### config.mk
export PLATFORM = sky130hd
export DESIGN_NAME = i2c_boot_eeprom_target
export DESIGN_NICKNAME = d
export VERILOG_FILES = /design/src/rtl/i2c_boot_eeprom_target.sv
export SDC_FILE = /design/constraint.sdc
export NUM_CORES = 1
export LEC_CHECK = 0
export ABC_CLOCK_PERIOD_IN_PS = 3000
export CAP_MARGIN = 20
export CELL_PAD_IN_SITES_DETAIL_PLACEMENT = 1
export CELL_PAD_IN_SITES_GLOBAL_PLACEMENT = 2
export CORE_ASPECT_RATIO = 0.7
export CORE_UTILIZATION = 35
export CTS_CLUSTER_DIAMETER = 80
export DETAILED_ROUTE_END_ITERATION = 16
export GPL_ROUTABILITY_DRIVEN = 0
export PLACE_DENSITY = 0.79
export SLEW_MARGIN = 5
export SYNTH_ARGS = -nofsm -noshare
export SYNTH_HDL_FRONTEND = slang
export SYNTH_SLANG_ARGS = --single-unit
### constraint.sdc
create_clock -name clk -period 3 [get_ports clk]
set_input_delay 0.9 -clock clk [delete_from_list [all_inputs] [get_ports clk]]
set_output_delay 0.9 -clock clk [all_outputs]
set_load 0.05 [all_outputs]
### src/rtl/i2c_boot_eeprom_target.sv
// I2C target emulating the boot EEPROM: 7-bit address match, one-byte word-pointer
// write, sequential reads from a synchronous ROM port with pointer auto-increment.
module i2c_boot_eeprom_target #(
  parameter logic [6:0]  DEV_ADDR = 7'b1010_000,
  parameter int unsigned PTR_W    = 8
) (
  input  logic             clk,
  input  logic             rst,
  input  logic             scl_i,
  input  logic             sda_i,
  output logic             sda_oe,
  output logic             mem_rd_en,
  output logic [PTR_W-1:0] mem_addr,
  input  logic [7:0]       mem_rdata,
  output logic             busy,
  output logic [PTR_W-1:0] ptr
);

  typedef enum logic [2:0] {
    S_IDLE, S_ADDR, S_ADDR_ACK, S_WR_BYTE, S_WR_ACK, S_RD_BYTE, S_RD_ACK, S_IGNORE
  } state_t;

  logic scl_s1_q, scl_s2_q, scl_d_q;
  logic sda_s1_q, sda_s2_q, sda_d_q;

  state_t             state_q, state_d;
  logic [3:0]         cnt_q, cnt_d;
  logic [7:0]         shreg_q, shreg_d;
  logic               rw_q, rw_d;
  logic               first_wr_q, first_wr_d;
  logic               busy_q, busy_d;
  logic               sda_oe_q, sda_oe_d;
  logic               mem_rd_en_q, mem_rd_en_d;
  logic [PTR_W-1:0]   mem_addr_q, mem_addr_d;
  logic               rd_pend_q, rd_pend_d;
  logic [PTR_W-1:0]   ptr_q, ptr_d;

  logic scl_rise, scl_fall, bus_start, bus_stop;

  assign scl_rise  = scl_s2_q & ~scl_d_q;
  assign scl_fall  = ~scl_s2_q & scl_d_q;
  assign bus_start = scl_s2_q & scl_d_q & sda_d_q & ~sda_s2_q;
  assign bus_stop  = scl_s2_q & scl_d_q & ~sda_d_q & sda_s2_q;

  always_comb begin
    state_d     = state_q;
    cnt_d       = cnt_q;
    shreg_d     = shreg_q;
    rw_d        = rw_q;
    first_wr_d  = first_wr_q;
    busy_d      = busy_q;
    sda_oe_d    = sda_oe_q;
    mem_rd_en_d = 1'b0;
    mem_addr_d  = mem_addr_q;
    rd_pend_d   = mem_rd_en_q;
    ptr_d       = ptr_q;

    // ROM data arrives one clk after the strobe; always inside an ACK phase
    if (rd_pend_q) shreg_d = mem_rdata;

    if (bus_stop) begin
      state_d  = S_IDLE;
      cnt_d    = '0;
      sda_oe_d = 1'b0;
      busy_d   = 1'b0;
    end else if (bus_start) begin
      state_d  = S_ADDR;
      cnt_d    = '0;
      sda_oe_d = 1'b0;
      busy_d   = 1'b0;
    end else begin
      unique case (state_q)
        S_IDLE, S_IGNORE: ;
        S_ADDR: begin
          if (scl_rise) begin
            shreg_d = {shreg_q[6:0], sda_s2_q};
            cnt_d   = cnt_q + 4'd1;
          end else if (scl_fall && cnt_q == 4'd8) begin
            if (shreg_q[7:1] == DEV_ADDR) begin
              state_d    = S_ADDR_ACK;
              sda_oe_d   = 1'b1;
              busy_d     = 1'b1;
              rw_d       = shreg_q[0];
              first_wr_d = ~shreg_q[0];
              if (shreg_q[0]) begin
                mem_rd_en_d = 1'b1;
                mem_addr_d  = ptr_q;
              end
            end else begin
              state_d = S_IGNORE;
            end
          end
        end
        S_ADDR_ACK: begin
          if (scl_fall) begin
            cnt_d = '0;
            if (rw_q) begin
              state_d  = S_RD_BYTE;
              sda_oe_d = ~shreg_q[7];
            end else begin
              state_d  = S_WR_BYTE;
              sda_oe_d = 1'b0;
            end
          end
        end
        S_WR_BYTE: begin
          if (scl_rise) begin
            shreg_d = {shreg_q[6:0], sda_s2_q};
            cnt_d   = cnt_q + 4'd1;
          end else if (scl_fall && cnt_q == 4'd8) begin
            state_d  = S_WR_ACK;
            sda_oe_d = 1'b1;
            if (first_wr_q) begin
              ptr_d      = PTR_W'(shreg_q);
              first_wr_d = 1'b0;
            end
          end
        end
        S_WR_ACK: begin
          if (scl_fall) begin
            state_d  = S_WR_BYTE;
            sda_oe_d = 1'b0;
            cnt_d    = '0;
          end
        end
        S_RD_BYTE: begin
          if (scl_rise) begin
            cnt_d = cnt_q + 4'd1;
          end else if (scl_fall) begin
            if (cnt_q == 4'd8) begin
              state_d  = S_RD_ACK;
              sda_oe_d = 1'b0;
              ptr_d    = ptr_q + PTR_W'(1);
            end else begin
              shreg_d  = {shreg_q[6:0], 1'b0};
              sda_oe_d = ~shreg_q[6];
            end
          end
        end
        S_RD_ACK: begin
          if (scl_rise) begin
            if (sda_s2_q) begin
              state_d = S_IGNORE;
            end else begin
              mem_rd_en_d = 1'b1;
              mem_addr_d  = ptr_q;
            end
          end else if (scl_fall) begin
            state_d  = S_RD_BYTE;
            cnt_d    = '0;
            sda_oe_d = ~shreg_q[7];
          end
        end
        default: state_d = S_IDLE;
      endcase
    end
  end

  always_ff @(posedge clk or posedge rst) begin
    if (rst) begin
      scl_s1_q    <= 1'b1;
      scl_s2_q    <= 1'b1;
      scl_d_q     <= 1'b1;
      sda_s1_q    <= 1'b1;
      sda_s2_q    <= 1'b1;
      sda_d_q     <= 1'b1;
      state_q     <= S_IDLE;
      cnt_q       <= '0;
      shreg_q     <= '0;
      rw_q        <= 1'b0;
      first_wr_q  <= 1'b0;
      busy_q      <= 1'b0;
      sda_oe_q    <= 1'b0;
      mem_rd_en_q <= 1'b0;
      mem_addr_q  <= '0;
      rd_pend_q   <= 1'b0;
      ptr_q       <= '0;
    end else begin
      scl_s1_q    <= scl_i;
      scl_s2_q    <= scl_s1_q;
      scl_d_q     <= scl_s2_q;
      sda_s1_q    <= sda_i;
      sda_s2_q    <= sda_s1_q;
      sda_d_q     <= sda_s2_q;
      state_q     <= state_d;
      cnt_q       <= cnt_d;
      shreg_q     <= shreg_d;
      rw_q        <= rw_d;
      first_wr_q  <= first_wr_d;
      busy_q      <= busy_d;
      sda_oe_q    <= sda_oe_d;
      mem_rd_en_q <= mem_rd_en_d;
      mem_addr_q  <= mem_addr_d;
      rd_pend_q   <= rd_pend_d;
      ptr_q       <= ptr_d;
    end
  end

  assign sda_oe    = sda_oe_q;
  assign mem_rd_en = mem_rd_en_q;
  assign mem_addr  = mem_addr_q;
  assign busy      = busy_q;
  assign ptr       = ptr_q;

endmodule

# Yosys cells after proc, flatten, opt, wreduce, memory -nomap -nowiden
# Cells that the tools add are included.
[classes]
n_addsub = 2
n_eq_ne = 36
muxes = 79
bitwise_logic = 17
reduce_logical = 20
[ops]
columns = ["op", "n"]
rows = [
  ["two-way mux 8 bit", 19],
  ["two-way mux 3 bit", 16],
  ["!= test 4 bit, second input constant", 12],
  ["one-hot mux 8 bit (2 select lines)", 3],
  ["two-way mux 1 bit", 31],
  ["!= test 2 bit, second input constant", 12],
  ["AND reduction 12 bit", 2],
  ["two-way mux 4 bit", 5],
  ["one-hot mux 3 bit (6 select lines)", 1],
  ["AND reduction 9 bit", 2],
  ["one-hot mux 4 bit (3 select lines)", 1],
  ["!= test 5 bit, second input constant", 2],
  ["inverter 1 bit", 10],
  ["equality test 3 bit, second input constant", 3],
  ["nonzero test 3 bit", 3],
  ["adder 8 x 1 -> 8 bit, second input constant", 1],
  ["AND reduction 8 bit", 1],
  ["nonzero test 8 bit", 1],
  ["AND 1 bit", 7],
  ["equality test 7 bit, second input constant", 1],
  ["equality test 3 x 2 -> 1 bit, second input constant", 2],
  ["one-hot mux 1 bit (6 select lines)", 1],
  ["AND reduction 6 bit", 1],
  ["nonzero test 2 bit", 3],
  ["12 further kinds", 14],
]
[totals]
regBits = 43
input_bits = 12
word_cells = 171

# Longest topological paths before layout
# Gate-level depths: netlist (run 1).
[logic_depth]
depth_word = 8
mapped_depth = 9
ltp_nobuf = 7

# Worst setup path after synthesis (run 1)
# Ideal clock, no wire load.
[synth_timing]
path_kind = "reg-to-reg"
startpoint = "register scl_d_q"
endpoint = "register ptr_q[4], in the netlist ptr[4]"
setup_ps = 135
arrival_ps = 2014
setup_slack_ps = 851
stages_incl_launch_ff = 10
n_path_buf = 2
synth_period_minus_slack_ps = 2149
cell_sequence = "dfstp_2 -> inv_1 -> ha_1 -> clkbuf_1 -> nand2b_1 -> a211oi_1 -> nand2_1 -> clkbuf_1 -> o21ai_0 -> o21ai_0"
[synth_between]
elab_chain_len = 5
elab_cells_between_ends = 16
cone_classes = "eq/ne: 4; bitwise: 10; reduce/logical: 2"
[synth_lines]
columns = ["element", "line", "text"]
rows = [
  ["from (decl)", "23", "logic scl_s1_q, scl_s2_q, scl_d_q;"],
  ["from (signal assigned)", "181", "scl_d_q <= scl_s2_q;"],
  ["AND 1 bit", "42, 43", ""],
  ["AND 1 bit (on tied branches) (2 in series)", "43, 42", ""],
  ["inverter 1 bit (no source line)", "n/a", ""],
  ["AND reduction 9 bit (no source line) *", "n/a", ""],
  ["to (signal assigned)", "195", "ptr_q <= ptr_d;"],
  ["to (decl)", "36", "logic [PTR_W-1:0] ptr_q, ptr_d;"],
]
# Mark *: on every way between the ends. The rest lies on a longest branch, timed or not.
# A chain may end at the register's enable or synchronous reset.

# Worst setup path in the final report (run 1)
[layout_timing]
startpoint = "register ptr_q[3], in the netlist ptr[3]"
endpoint = "output ptr[3]"
[layout_lines]
columns = ["element", "line", "text"]
rows = [
  ["to (decl)", "16", "output logic [PTR_W-1:0] ptr"],
]
# No word-level cell between the ends.

==> summary.txt, run 1 <==
OUTCOME
-------------------------------------------------------------------------------------------------
Status .............................................................................    completed

SYNTHESIS
-------------------------------------------------------------------------------------------------
Most area-consuming cells after synthesis .......................................... sky130_fd_sc_hd__dfrtp_1 (39%), sky130_fd_sc_hd__dfstp_2 (6.7%), sky130_fd_sc_hd__mux2_2 (5.2%)
Top cells by count, synth .......................................................... sky130_fd_sc_hd__dfrtp_1 (37), sky130_fd_sc_hd__nor2_1 (22), sky130_fd_sc_hd__o21ai_0 (20)
Area of the mapped netlist .........................................................     2360 um2
Mux contribution to synthesized area ...............................................        9.92%
Main combinational cell family by area after synthesis ............................. compound AO/OA/AOI/OAI gates
XOR/XNOR share of the synthesized area .............................................       0.742%
Post-Synthesis Net Count ...........................................................          257
Simple-gate portion of the synthesized area ........................................        16.9%
Number of standard cells after synthesis ...........................................          239
Area share of the leading cell type in the synthesized netlist .....................        39.2%
Flip-flop and latch count after synthesis ..........................................           43
Sequential-to-total area share from yosys stat .....................................        45.9%
Synthesized area divided by synthesized cell count .................................     9.87 um2
Adder-cell area share of the yosys netlist .........................................        3.18%
Most used standard cell by instance count after synthesis .......................... sky130_fd_sc_hd__dfrtp_1
Async set or reset register ratio after synthesis ..................................         100%
Most used flip-flop cell after synthesis ........................................... sky130_fd_sc_hd__dfrtp_1
Yosys top cell by area ............................................................. sky130_fd_sc_hd__dfrtp_1
Post-synth EDFFs ...................................................................            0
Number of distinct library cell variants in the gate-level netlist after synthesis .           54
Yosys warns ........................................................................            0
Compound-cell area share of the yosys netlist ......................................        18.9%

WORST SETUP PATH
-------------------------------------------------------------------------------------------------
Critical path required time ........................................................      2.10 ns
CP delay by family, top ............................................................ buffers and inverters
Worst r2r src ......................................................................      scl_d_q
Worst path slowest cell ............................................................ sky130_fd_sc_hd__clkdlybuf4s50_1
FF-to-FF path depth ................................................................            7
Chain of cells forming the critical path ........................................... clkdlybuf4s50_1
Largest fanout of any net on the critical path .....................................            8
Total stage count of the critical path .............................................            1
Crit path largest cell delay .......................................................      0.85 ns
Arr. time, crit path ...............................................................      1.62 ns
Startpoint class of the critical path ..............................................     register
CP Buf/Inv Count ...................................................................            1
Endpoint of the most critical register-to-register path ............................       ptr[4]
Internal reg-to-reg setup slack ....................................................      0.53 ns
Crit Path Category .................................................................   reg -> out
Critical Path End Type .............................................................  output port

CLOCK TREE
-------------------------------------------------------------------------------------------------
# Post-CTS Setup Buffers ...........................................................            0
Clk slew on worst S/H paths ........................................................      0.08 ns
Clock latency reported for the late side of the worst-skew pair ....................      0.30 ns
# hold bufs at CTS .................................................................            0
Level count of the clock H-tree ....................................................            2
CTS buffer count ...................................................................            5
CTS tree ...........................................................................          yes
Root buffer selected by CTS ........................................................ sky130_fd_sc_hd__clkbuf_8
Maximum count of clock buffers along a single path .................................            2
Number of resized instances in the post-cts repair step ............................            0
Num Clock Sinks ....................................................................           43

STA
-------------------------------------------------------------------------------------------------
Maximum frequency from static timing analysis ......................................      397 MHz
Tightest Pin Transition ............................................................     0.561 ns
Summed negative setup slack over all endpoints .....................................         0 ns
Final-report max-slew violation count ..............................................            0
Final setup violation count ........................................................            0
Final hold vios ....................................................................            0
Crit share post-route ..............................................................        84.0%
Setup repair after global routing missed its margin ................................           no
Fin Clk Skew .......................................................................   0.00257 ns
Max transition margin ..............................................................        62.6%
Period minus WS final ..............................................................      2.52 ns

PWR
-------------------------------------------------------------------------------------------------
Leak pwr ...........................................................................      1.25 nW
Cell Pwr Density ...................................................................   482 nW/um2
Worst vdd ir .......................................................................       236 uV

FLOORPLANNING
-------------------------------------------------------------------------------------------------
Area enclosed by the die boundary ..................................................     7080 um2
Area of the placeable core .........................................................     6370 um2
Standard-cell row count ............................................................           24
Width of the chip ..................................................................       100 um
Height of the die ..................................................................      70.7 um
Ports placed on the boundary .......................................................           31
Initial Utilization ................................................................        37.1%

FINAL LAYOUT
-------------------------------------------------------------------------------------------------
Multi-input combinational cell area ................................................     1170 um2
Final core occ .....................................................................        44.8%
Area used by sequential logic in the layout ........................................     1080 um2
Layout cell share with drive strength beyond 1 .....................................        12.3%
Net count of the finished layout ...................................................          286
# fillers ..........................................................................          745
Antenna fix cells ..................................................................            0
Synthesis-to-finish area growth ....................................................        20.8%

PLACED DESIGN
-------------------------------------------------------------------------------------------------
Detail Placement HPWL ..............................................................      4.26 mm
Number of buffers added on ports ...................................................           30

ROUTE
-------------------------------------------------------------------------------------------------
DRC marker count from the first detailed-route iteration ...........................          122
Mean routed wirelength per cell ....................................................      16.2 um
DRC viols ..........................................................................            0
Routed WL ..........................................................................      5.84 mm
Routed vias ........................................................................        1,905
Number of optimization iterations in the first detailed-route pass .................            4
Antenna viol nets, final ...........................................................            0
Average vias per placed instance ...................................................         5.29

GLOBAL ROUTING
-------------------------------------------------------------------------------------------------
Initial antenna violation count ....................................................            0
Total Routing Usage GR .............................................................        18.2%
Wire length of the first global-routing pass .......................................      9.92 mm
Via count of the first global-routing pass .........................................        1,890
Maximum number of pins on one net before global-route repair .......................           44
Global route overflow ..............................................................            0

RUN
-------------------------------------------------------------------------------------------------
Maximum capacitance violations .....................................................            0

MIN PATH
-------------------------------------------------------------------------------------------------
Hold Path End ......................................................................     scl_s2_q
Worst min-delay path category ......................................................   reg -> reg
Origin of the worst min-delay path .................................................     scl_s1_q
Cell count of the worst hold path ..................................................            0

kinds of logic after synthesis:
kind of cell	Yosys count
DFF	43
buffers and inverters	22
AOI/OAI and AO/OA	69
and+or+nand+nor	75
muxes	22
adders and majority gates	6
xor gates and xnor gates	2
report_power, final:
part	switching, mW	internal (mW)	total [mW]
clock	0.205	0.270	0.475
sequential	0.0767	0.633	0.709
combinational	0.0988	0.0911	0.190
cell usage in the layout (no fill, tap or decap), types with 5 or more instances in the layout:
master / n
sky130_fd_sc_hd__nand3_1: 7
sky130_fd_sc_hd__ha_1: 6
sky130_fd_sc_hd__clkbuf_8: 6
sky130_fd_sc_hd__a21oi_1: 18
sky130_fd_sc_hd__dfrtp_1: 37
sky130_fd_sc_hd__inv_1: 9
sky130_fd_sc_hd__o21ai_0: 20
sky130_fd_sc_hd__mux2_2: 11
sky130_fd_sc_hd__mux2i_1: 11
sky130_fd_sc_hd__nand3b_1: 5
sky130_fd_sc_hd__nor2_1: 22
sky130_fd_sc_hd__clkdlybuf4s50_1: 30
sky130_fd_sc_hd__nand2_1: 17
sky130_fd_sc_hd__dfstp_2: 6
per-stage QoR:
stage                     instances  setup WS, ns  instance area [um2]  total power [mW]  hold WS (ns)
final                           360         0.479                 2850              1.37         0.361
after detailed placement        352         0.538                 2730             0.909         0.349
after global routing            360         0.176                 2850              1.45         0.362
after CTS                       360         0.473                 2850              1.39         0.362
after global placement          352         0.721                 2730             0.904         0.347
after floorplan                 239         0.851                 2360             0.824         0.345
cell type report:
type | count | share of cell area [%]
multi-input combinational | 174 | 41.1
clock buffer | 6 | 2.90
inverter | 11 | 1.45
clock inverter | 2 | 1.23
timing repair buffer | 33 | 11.3
sequential | 43 | 38.0
tap | 91 | 3.99
state kept, by name (all words and copies together) (netlist names):
| name | flops |
|---|---|
| shreg_q | 8 |
| sda_d_q | 1 |
| first_wr_q | 1 |
| mem_addr | 8 |
| scl_s1_q | 1 |
| cnt_q | 4 |
| scl_d_q | 1 |
| rw_q | 1 |
| sda_s2_q | 1 |
| sda_oe | 1 |
| rd_pend_q | 1 |
| scl_s2_q | 1 |
| ptr | 8 |
| sda_s1_q | 1 |
| state_q | 3 |
| mem_rd_en | 1 |
| busy | 1 |
metal layers:
layer	global-route usage (%)	vias up	share of wire, %
met3	3.56	7	2.9
met2	24.6	32	39
li1	-	922	-
met4	4.83	0	1.1
met1	29.2	944	57
met5	0	-	0
worst max-delay path by stage:
stage	from	to	slack [ns]
floorplan	scl_d_q	ptr[4]	0.85
global placement	scl_d_q	state_q[0]	0.72
detailed placement	scl_d_q	ptr[4]	0.54
CTS	ptr[3]	ptr[3]	0.47
global route	scl_d_q	ptr[4]	0.18
finish	ptr[3]	ptr[3]	0.48
Note: power is estimated with default switching activity, not from simulation.
==> run 2: changes to the inputs <==
- ABC_CLOCK_PERIOD_IN_PS: 3000 -> 2600
- clock period: 3 -> 2.6 ns (I/O delays scaled with it)
==> run 2 against run 1 <==
  * Combinational power rose by 16%
  * Largest power group unchanged
  * Highest routed layer unchanged
  * Critical endpoint unchanged
  * Routed wire length rose by 3.7%
  * Count of clock-buffer cells in the layout did not move
  * Global-route usage rose by 0.62 points
  * Flip-flop and latch count did not move
  * Worst setup slack got worse by 0.32 ns
  * Clock skew rose by 0.010 ns
==> summary.txt, run 2 (same netlist as run 1, synthesis figures left out) <==
OUTCOME
---------------------------------------------------------------------------------
Status .............................................................    completed

FINAL LAYOUT
---------------------------------------------------------------------------------
Commonest cells after routing, fill and taps aside ................. sky130_fd_sc_hd__dfrtp_1 (37), sky130_fd_sc_hd__clkdlybuf4s50_1 (30), sky130_fd_sc_hd__nor2_1 (22), sky130_fd_sc_hd__o21ai_0 (20), sky130_fd_sc_hd__a21oi_1 (18)
Net count of the finished layout ...................................          289   +1.0%
Synthesis-to-finish area growth ....................................        22.3%
Antenna fix cells ..................................................            0   unchanged
Layout cell share with drive strength beyond 1 .....................        13.2%   +0.97 points
Area used by sequential logic in the layout ........................     1080 um2   unchanged
Finished Layout Cells ..............................................          363   +0.83%
Multi-input combinational cell area ................................     1170 um2   unchanged
Fin area ...........................................................     2890 um2   +1.2%
# fillers ..........................................................          735   -1.3%
Most common cell after layout, fill and taps aside ................. sky130_fd_sc_hd__dfrtp_1

CLOCK TREE
---------------------------------------------------------------------------------
# Post-CTS Setup Buffers ...........................................            0   unchanged
Num Clock Sinks ....................................................           43   unchanged
Number of resized instances in the post-cts repair step ............            0   unchanged
Clk slew on worst S/H paths ........................................      0.09 ns   about the same
CTS tree ...........................................................          yes
Clock latency reported for the late side of the worst-skew pair ....      0.30 ns   about the same
# hold bufs at CTS .................................................            0   unchanged
CTS buffer count ...................................................            5   unchanged
Maximum count of clock buffers along a single path .................            2   unchanged
Root buffer selected by CTS ........................................ sky130_fd_sc_hd__clkbuf_8
Level count of the clock H-tree ....................................            2   unchanged

GLOBAL ROUTING
---------------------------------------------------------------------------------
Via count of the first global-routing pass .........................        1,901   +0.58%
Maximum number of pins on one net before global-route repair .......           44   unchanged
Total Routing Usage GR .............................................        18.8%   +0.62 points
Global route overflow ..............................................            0   unchanged
Initial antenna violation count ....................................            0   unchanged
Wire length of the first global-routing pass .......................      10.2 mm   +2.6%

ROUTE
---------------------------------------------------------------------------------
Routed vias ........................................................        1,912   +0.37%
DRC marker count from the first detailed-route iteration ...........          125   +2.5%
Antenna viol nets, final ...........................................            0   unchanged
DRC viols ..........................................................            0   unchanged
Mean routed wirelength per cell ....................................      16.7 um   +2.8%
Routed WL ..........................................................      6.06 mm   +3.7%
Number of optimization iterations in the first detailed-route pass .            5   +1
Average vias per placed instance ...................................         5.27   -0.46%

WORST SETUP PATH
---------------------------------------------------------------------------------
Critical path required time ........................................      1.82 ns   -0.28 ns
CP delay by family, top ............................................ buffers and inverters
Endpoint of the most critical register-to-register path ............       ptr[4]
Crit Path Category .................................................   reg -> out
Chain of cells forming the critical path ........................... clkdlybuf4s50_1
Largest fanout of any net on the critical path .....................            8   unchanged
FF-to-FF path depth ................................................            8   +1
Worst path slowest cell ............................................ sky130_fd_sc_hd__clkdlybuf4s50_1
Crit path largest cell delay .......................................      0.86 ns   about the same
Startpoint class of the critical path ..............................     register
Internal reg-to-reg setup slack ....................................      0.22 ns   -0.31 ns
CP Buf/Inv Count ...................................................            1   unchanged
Worst r2r src ......................................................      scl_d_q
Critical Path End Type .............................................  output port
Arr. time, crit path ...............................................      1.66 ns   +0.04 ns

PWR
---------------------------------------------------------------------------------
Net switching power ................................................     0.450 mW   +18%
Leak pwr ...........................................................      1.27 nW   +1.5%
Sequential share of power ..........................................        51.2%   -0.4 points
Power share of the clock group .....................................        35.0%   +0.4 points
Internal power consumption .........................................      1.15 mW   +16%
Cell Pwr Density ...................................................   555 nW/um2   +15%
Proportion of total power due to net switching .....................        28.1%   +0.37 points
Logic pwr share ....................................................        13.8%   about the same
Worst vdd ir .......................................................       293 uV   +24%

STA
---------------------------------------------------------------------------------
Max transition margin ..............................................        62.4%   -0.16 points
Summed negative setup slack over all endpoints .....................         0 ns   unchanged
Fin Clk Skew .......................................................    0.0126 ns   +0.0100 ns
Crit share post-route ..............................................        94.0%
Final setup violation count ........................................            0   unchanged
Maximum frequency from static timing analysis ......................      409 MHz
Hold slack .........................................................     0.358 ns   -0.00273 ns
Final hold vios ....................................................            0   unchanged
Period minus WS final ..............................................      2.44 ns
Final-report max-slew violation count ..............................            0   unchanged
Setup repair after global routing missed its margin ................           no
Tightest Pin Transition ............................................     0.560 ns   -0.000977 ns

PLACED DESIGN
---------------------------------------------------------------------------------
Number of buffers added on ports ...................................           30   unchanged
Count of placed standard cells including taps ......................          355   +0.85%
Placement Cell Area ................................................     2770 um2   +1.3%
Detail Placement HPWL ..............................................      4.37 mm   +2.5%

MIN PATH
---------------------------------------------------------------------------------
Hold Path End ......................................................     sda_s2_q
Cell count of the worst hold path ..................................            0   unchanged
Worst min-delay path category ......................................   reg -> reg
Origin of the worst min-delay path .................................     sda_s1_q

FLOORPLANNING
---------------------------------------------------------------------------------
Area enclosed by the die boundary ..................................     7080 um2   unchanged
Initial Utilization ................................................        37.1%   unchanged
Area of the placeable core .........................................     6370 um2   unchanged
Standard-cell row count ............................................           24   unchanged
Height of the die ..................................................      70.7 um   unchanged
Ports placed on the boundary .......................................           31   unchanged
Width of the chip ..................................................       100 um   unchanged

RUN
---------------------------------------------------------------------------------
Maximum capacitance violations .....................................            0   unchanged

-- run 2: cell count changes in the layout (fill, tap and decap cells not counted), sizes merged --
| cell | delta |
|---|---|
| buf | +3 |
-- run 2: how the worst max path moves through the flow --
stage	cells after the start	slack (ns)	end	startpoint
2_1_floorplan	9	0.45	ptr[4]	scl_d_q
3_3_place_gp	8	0.30	ptr[5]	scl_d_q
3_5_place_dp	8	0.25	ptr[7]	scl_d_q
4_1_cts	1	0.17	ptr[3]	ptr[3]
5_1_grt	8	0.07	ptr[6]	scl_d_q
6_report	1	0.16	ptr[3]	ptr[3]
-- run 2: power groups by stage --
| stage | sequential, mW | clock [mW] | combinational (mW) |
|---|---|---|---|
| detailed placement | 0.831 | 0 | 0.223 |
| floorplan | 0.789 | 0 | 0.162 |
| global route | 0.830 | 0.598 | 0.252 |
| global placement | 0.829 | 0 | 0.219 |
| finish | 0.821 | 0.560 | 0.221 |
| CTS | 0.819 | 0.572 | 0.224 |
-- run 2: layout make-up --
| type | instances | area share [%] |
|---|---|---|
| clock buffers | 6 | 2.86 |
| clock inverters | 2 | 1.21 |
| inverters | 11 | 1.43 |
| multi-input cells | 174 | 40.6 |
| flip-flops and latches | 43 | 37.5 |
| well taps | 91 | 3.94 |
| repair buffers | 36 | 12.4 |
-- run 2: metrics by stage --
stage | power (mW) | utilization [%] | worst slack (ns)
2_1_floorplan | 0.951 | - | 0.451
3_3_place_gp | 1.05 | 43.5 | 0.303
3_5_place_dp | 1.05 | 43.5 | 0.247
4_1_cts | 1.61 | 45.3 | 0.166
5_1_grt | 1.68 | 45.3 | 0.0663
6_report | 1.60 | 45.3 | 0.157
-- run 2: metal layers --
layer,GRT usage (%),part of all wire [%]
met2,25.0,39
met1,30.6,57
met4,4.83,1.1
met3,3.56,3.2
met5,0,0
-- run 2: worst reg2reg max path: stages, from the launching register on --
cell	delay [ns]
sky130_fd_sc_hd__dfstp_2	0.55
sky130_fd_sc_hd__inv_1	0.04
sky130_fd_sc_hd__ha_1	0.32
sky130_fd_sc_hd__nand2b_1	0.26
sky130_fd_sc_hd__a211oi_1	0.48
sky130_fd_sc_hd__nand2_1	0.13
sky130_fd_sc_hd__buf_4	0.22
sky130_fd_sc_hd__o21ai_0	0.16
sky130_fd_sc_hd__o21ai_0	0.11
